`src/rtl/square_iter.sv`:
```
// square_iter: multi-cycle shift-add squarer with valid/ready on both sides.
// On accept it captures the operand magnitude. Each CALC cycle then folds
// BITS_PER_CYCLE multiplier bits into a 2*WIDTH accumulator. The result is
// presented in DONE and held until the next result overwrites it.
//
// state | meaning
// IDLE  | ready for an operand, no result pending
// CALC  | consuming BITS_PER_CYCLE multiplier bits per cycle
// DONE  | result valid, waiting for downstream ready
module square_iter #(
  parameter int WIDTH          = 16,
  parameter int BITS_PER_CYCLE = 2
) (
  input  logic                 clk_i,
  input  logic                 rst_ni,
  input  logic                 valid_i,
  output logic                 ready_o,
  input  logic [WIDTH-1:0]     num_i,
  input  logic                 signed_i,
  output logic                 valid_o,
  input  logic                 ready_i,
  output logic [2*WIDTH-1:0]   num_2_o
);

  localparam int STEPS = WIDTH / BITS_PER_CYCLE;
  localparam int CW    = (STEPS > 1) ? $clog2(STEPS) : 1;
  localparam logic [CW-1:0] LAST_STEP = CW'(STEPS - 1);

  localparam logic [1:0] S_IDLE = 2'd0;
  localparam logic [1:0] S_CALC = 2'd1;
  localparam logic [1:0] S_DONE = 2'd2;

  logic [1:0]           state;
  logic [WIDTH-1:0]     mult;
  // Multiplicand pre-shifted by step*BITS_PER_CYCLE, so no variable shifter is needed.
  logic [2*WIDTH-1:0]   mcand;
  logic [2*WIDTH-1:0]   acc;
  logic [CW-1:0]        step;
  logic [WIDTH-1:0]     mag;
  logic [2*WIDTH-1:0]   pp;
  logic [2*WIDTH-1:0]   acc_next;

  // Operand magnitude; the most negative value maps to 2^(WIDTH-1), which still fits.
  always_comb begin
    mag = num_i;
    if (signed_i && num_i[WIDTH-1]) begin
      mag = (~num_i) + 1'b1;
    end
  end

  // Partial product for the low multiplier bits, added onto the running sum.
  always_comb begin
    pp = '0;
    for (int j = 0; j < BITS_PER_CYCLE; j++) begin
      if (mult[j]) begin
        pp = pp + (mcand << j);
      end
    end
    acc_next = acc + pp;
  end

  // Sequencing FSM with the shift-add datapath and the held result register.
  always_ff @(posedge clk_i or negedge rst_ni) begin
    if (!rst_ni) begin
      state   <= S_IDLE;
      mult    <= '0;
      mcand   <= '0;
      acc     <= '0;
      step    <= '0;
      num_2_o <= '0;
    end else begin
      case (state)
        S_IDLE: begin
          if (valid_i) begin
            mult  <= mag;
            mcand <= {{WIDTH{1'b0}}, mag};
            acc   <= '0;
            step  <= '0;
            state <= S_CALC;
          end
        end
        S_CALC: begin
          acc   <= acc_next;
          mult  <= mult >> BITS_PER_CYCLE;
          mcand <= mcand << BITS_PER_CYCLE;
          step  <= step + 1'b1;
          if (step == LAST_STEP) begin
            num_2_o <= acc_next;
            state   <= S_DONE;
          end
        end
        S_DONE: begin
          if (ready_i) begin
            state <= S_IDLE;
          end
        end
        default: state <= S_IDLE;
      endcase
    end
  end

  // Handshake outputs come from the registered state only.
  always_comb begin
    ready_o = (state == S_IDLE);
    valid_o = (state == S_DONE);
  end

endmodule

```
`config.mk`:
```
export PLATFORM = sky130hd
export DESIGN_NAME = square_iter
export DESIGN_NICKNAME = d
export VERILOG_FILES = /design/src/rtl/square_iter.sv
export SDC_FILE = /design/constraint.sdc
export NUM_CORES = 1
export LEC_CHECK = 0
export CAP_MARGIN = 20
export CELL_PAD_IN_SITES_DETAIL_PLACEMENT = 1
export CELL_PAD_IN_SITES_GLOBAL_PLACEMENT = 1
export CORE_MARGIN = 1
export CORE_UTILIZATION = 40
export CTS_CLUSTER_DIAMETER = 40
export DETAILED_ROUTE_END_ITERATION = 10
export PLACE_DENSITY_LB_ADDON = 0.1
export SKIP_CTS_REPAIR_TIMING = 1
export SYNTH_ARGS = -nofsm -noshare
export SYNTH_HDL_FRONTEND = slang
export SYNTH_SLANG_ARGS = --single-unit
```
`constraint.sdc`:
```
create_clock -name clk_i -period 8 [get_ports clk_i]
set_clock_uncertainty 0.15 [all_clocks]
set_input_delay 1.6 -clock clk_i [delete_from_list [all_inputs] [get_ports clk_i]]
set_output_delay 1.6 -clock clk_i [all_outputs]
set_load 0.02 [all_outputs]
```
# == Word level (Yosys, flattened, before mapping) ==
# Cells that the tools add are included.
# word_totals
register_bits,117
latchBits,0
ramBits,0
rom_bits,0
inputBits,21
out_inout_bits,34
word_cells,38
n_memories,0
# classes
n_addsub,4
n_mul,0
n_div,0
n_lt_le_gt_ge,0
eq_ne,6
n_shift,0
muxes,15
n_bitwise,1
reduce_logical,6
# ops
op,n
32-bit two-way mux,4
32-bit one-hot mux with 2 select lines,2
32-bit adder,2
16-bit two-way mux,2
16-bit one-hot mux with 2 select lines,1
16-bit by 1-bit adder with 16-bit output (second input constant),1
16-bit NOT,1
2-bit two-way mux,3
2-bit one-hot mux with 3 select lines,1
3-bit one-hot mux with 2 select lines,1
2-bit inequality test (second input constant),2
2-bit AND reduction,2
3-bit by 1-bit adder with 3-bit output (second input constant),1
3-bit == test (second input constant),1
3-bit two-way mux,1
3-bit AND reduction,1
2-bit by 1-bit == test with 1-bit output (second input constant),1
2-bit == test (second input constant),1
2-bit logical NOT,1
2-bit by 1-bit inequality test with 1-bit output (second input constant),1
2-bit nonzero test,1
1-bit logical AND,1

# == Longest topological paths before layout ==
# logic_depth
ltp_word,5
mapped_depth,29
depth_no_buf,24

# == Worst setup path after synthesis ==
# Ideal clock, no wire load.
# synth_path
path_type,reg2reg
start,register mult[0]
end,register acc[31]
arrival_ns,5.673
required_time_ns,7.724
setup_slack_ns,2.051
path_stages_with_launch,29
n_path_buf,5
synth_period_minus_slack_ns,5.949
cell_sequence,dfrtp_1 -> buf_2 -> buf_2 -> buf_2 -> buf_1 -> clkbuf_1 -> and2_1 -> ha_1 -> fa_1 -> a31oi_1 -> o31ai_2 -> a22oi_2 -> or2_2 -> nor3_1 -> o21ai_0 -> o31ai_1 -> o221ai_1 -> xor2_1 -> ha_1 -> nand3_1 -> nor3_1 -> o2111ai_1 -> a31oi_1 -> o21ai_0 -> a21boi_0 -> o21ai_0 -> a21oi_1 -> xor3_1 -> a221o_1
# synth_via
elab_chain_len,5
# synth_lines
item,line,text
from (decl),34,logic [WIDTH-1:0] mult;
from (signal assigned),75,mult <= mag;
from (signal assigned),84,mult <= mult >> BITS_PER_CYCLE;
32-bit two-way mux *,55,if (mult[j]) begin
32-bit adder,56,pp = pp + (mcand << j);
32-bit two-way mux *,55,
32-bit adder *,59,acc_next = acc + pp;
32-bit one-hot mux with 2 select lines *,72,case (state)
to (signal assigned),83,acc <= acc_next;
to (decl),37,logic [2*WIDTH-1:0] acc;
# Every way passes the cells marked *; elsewhere a longest branch is shown, timed or not.
# A chain may end at the register's enable or synchronous reset.

# == Worst setup path after layout ==
# Same ends and word-level chain as after synthesis.

==> results_dict.tcl <==
set metrics [dict create \
    netlist_area_um2 8640 \
    drive_gt1_frac 0.102 \
    synth_nets 1029 \
    worst_pin_slew_ns 0.968 \
    startpoint_type "register" \
    r2r_setup_slack_ns 1.78 \
    grt_pass1_vias 7615 \
    numCtsBuffers 17 \
    detailedPlace.worstSlack_ns 1.93 \
    required_ns 8.16 \
    diodes 0 \
    ys_seq_elements 117 \
    hold-path-endpoint "mult[15]" \
    hpwl_um 18000 \
    worstRegToRegCells 23 \
    synthFlopType "dfrtp_1" \
    postLayoutCoreUtil 0.473 \
    setup_viol 0 \
    max_freq_mhz 161 \
    synth_edf_count 0 \
    period_share 0.778 \
    status "finished clean" \
    timing.slew.headroom 0.355 \
    cts_tree "yes" \
    clock_path_buffers 2 \
    hold_violations 0 \
    wl_um 25300 \
    syn-instance-count 952 \
    peakVddDrop_uv 217 \
    fill_cells 2458 \
    critPathCaptureType "register" \
    die_h_um 149 \
    rsz0062_at_grt "no" \
    grt_max_degree 84 \
    die_area_um2 22200 \
    whs_path_depth 2 \
    reg2reg_to "acc[31]" \
    clock-sinks 117 \
    pwr_density_cell_nw_per_um2 390 \
    worstReg2RegStart "mult[0]" \
    clk_pin_slew_ns 0.06 \
    min_from "mult[15]" \
    hold_class "register to register" \
    seq_area_frac_synth 0.339 \
    drc 0 \
    gp_congestion 0.828 \
    grt_usage 0.244 \
    p_leak_uw 0.00443 \
    syn_avg_cell_area_um2 9.08 \
    root_buffer "clkbuf_16" \
    multi_input_area_um2 5400 \
    period_needed_ns 6.22 \
    floorplan.initialDensity 0.410 \
    antenna_found_initial 0 \
    coreArea_um2 21100 \
    async_reset_ff_frac 1.00 \
    io_pins 55 \
    finalWorstSetupSlack_ns 1.78 \
    ys_types 85 \
    final.setup.tns_ns 0 \
    core.rowCount 53 \
    yosys_warnings 0 \
    crit_type "register to register" \
    die_w_um 149 \
    numPortBuffers 54 \
    drv_slew 0 \
    crit_fanout 16 \
    final_nets 1050 \
    critPathArrivalTime_ns 6.38 \
    grt-ovfl-total 0 \
    drtPass1Iterations 4 \
    total_power_uw 3880 \
    vias 7417 \
    vias_per_cell 5.88 \
    first_iter_violations 328 \
    wl_per_cell_um 20.1 \
    detail-route-antenna-nets 0 \
    cts-htree-levels 4 \
    insertion_delay_ns 0.43 \
    maxCapViolations 0 \
    area_growth_pct 15.3 \
    grt_pass1_wl_um 42100 \
    layout.area.seq_um2 2930 \
]
placed cells by master, fill, tap and decap left out, drive strengths merged, types with 36 or more instances in the layout:
cell type / instances
dfrtp: 117
a21oi: 67
clkdlybuf4s50: 53
o21ai: 72
a22o: 39
xnor2: 39
nand2: 98
nor2: 50
ha: 54
mux2: 36
kinds of logic after synthesis:
kind of cell               Yosys count  share of synthesized area
DFF                                117                      0.339
buffers and inverters               83                     0.0392
xor gates and xnor gates            69                     0.0717
adders and majority gates           58                     0.0853
AOI/OAI and AO/OA                  324                      0.265
muxes                               39                     0.0508
and+or+nand+nor                    262                      0.149
power by group:
part	leakage, uW	total (uW)	switching [uW]	internal [uW]
combinational	0.00260	1950	1130	820
sequential	0.00153	1120	298	825
clock	0.000301	814	303	510
total	0.00443	3880	1730	2160
per-layer routing:
metal	part of all wire	track usage	up-vias
met5	0	0	-
met4	0.021	0.0903	0
met3	0.030	0.0303	37
met2	0.45	0.370	136
met1	0.50	0.355	3690
li1	-	-	3554
worst max path at each step:
stage                   to  slack, ns    start
2_1_floorplan      acc[31]       2.05  mult[0]
3_3_place_gp   num_2_o[30]       2.08  mult[0]
3_5_place_dp   num_2_o[28]       1.93  mult[0]
4_1_cts            acc[31]       1.79  mult[0]
5_1_grt        num_2_o[28]       1.17  mult[0]
6_report           acc[31]       1.78  mult[0]
Yosys cell counts (5+ instances only):
| cell | count | area (um^2) |
|---|---|---|
| a22oi_1 | 11 | 82.6 |
| nand4_1 | 6 | 37.5 |
| buf_2 | 7 | 35.0 |
| mux2_2 | 35 | 394 |
| o21ai_0 | 68 | 340 |
| nand2_1 | 98 | 368 |
| a221o_1 | 20 | 200 |
| nand3b_1 | 5 | 37.5 |
| and2_1 | 23 | 144 |
| o31ai_1 | 6 | 45.0 |
| nor2b_1 | 8 | 50.1 |
| nand2b_1 | 13 | 81.3 |
| nor2_1 | 49 | 184 |
| o21a_1 | 9 | 67.6 |
| a211oi_1 | 5 | 37.5 |
| dfrtp_1 | 117 | 2930 |
| nand3_1 | 13 | 65.1 |
| nor3_1 | 14 | 70.1 |
| o211ai_1 | 12 | 90.1 |
| buf_1 | 5 | 18.8 |
| xor2_1 | 29 | 254 |
| a31oi_1 | 9 | 56.3 |
| o21bai_1 | 10 | 75.1 |
| or3_1 | 11 | 68.8 |
| inv_1 | 22 | 82.6 |
| xnor2_1 | 39 | 342 |
| clkbuf_1 | 41 | 154 |
| a22o_1 | 39 | 342 |
| ha_1 | 54 | 676 |
| a21o_1 | 20 | 150 |
| a21oi_1 | 67 | 335 |
through the flow:
stage                     instance area, um^2  hold WS [ns]  cells
after detailed placement                 9340         0.318   1229
after floorplan                          8640         0.297    952
after global placement                   9340         0.315   1229
after global routing                     9970         0.369   1261
after CTS                                9970         0.333   1261
final                                    9970         0.332   1261
registers in the layout (all words and copies together), names as in the netlist:
register	count
mult	16
acc	32
num_2_o	32
step	3
mcand	32
state	2
worst max-delay path: stages (launching register included):
cell	delay (ns)
dfrtp_2	0.51
and2_1	0.19
ha_1	0.21
fa_1	0.48
a21oi_1	0.19
o21ai_1	0.14
a22oi_2	0.34
or2_2	0.23
nor3_1	0.05
o21ai_0	0.17
o31ai_1	0.09
o221ai_1	0.25
xor2_1	0.10
ha_1	0.39
nand3_1	0.14
nor3_1	0.29
o2111ai_1	0.24
a31oi_1	0.33
o21ai_0	0.19
a21boi_0	0.30
o21ai_0	0.16
a21oi_1	0.25
xor3_1	0.42
a221o_1	0.30
cell type report:
cell class | instances | area share
Clock inverter | 13 | 0.0172
Sequential cell | 117 | 0.294
Inverter | 26 | 0.00979
Timing Repair Buffer | 59 | 0.0578
Multi-Input combinational cell | 752 | 0.541
Tap cell | 275 | 0.0345
Clock buffer | 19 | 0.0454
No activity file was read; power rests on OpenSTA's default activity.
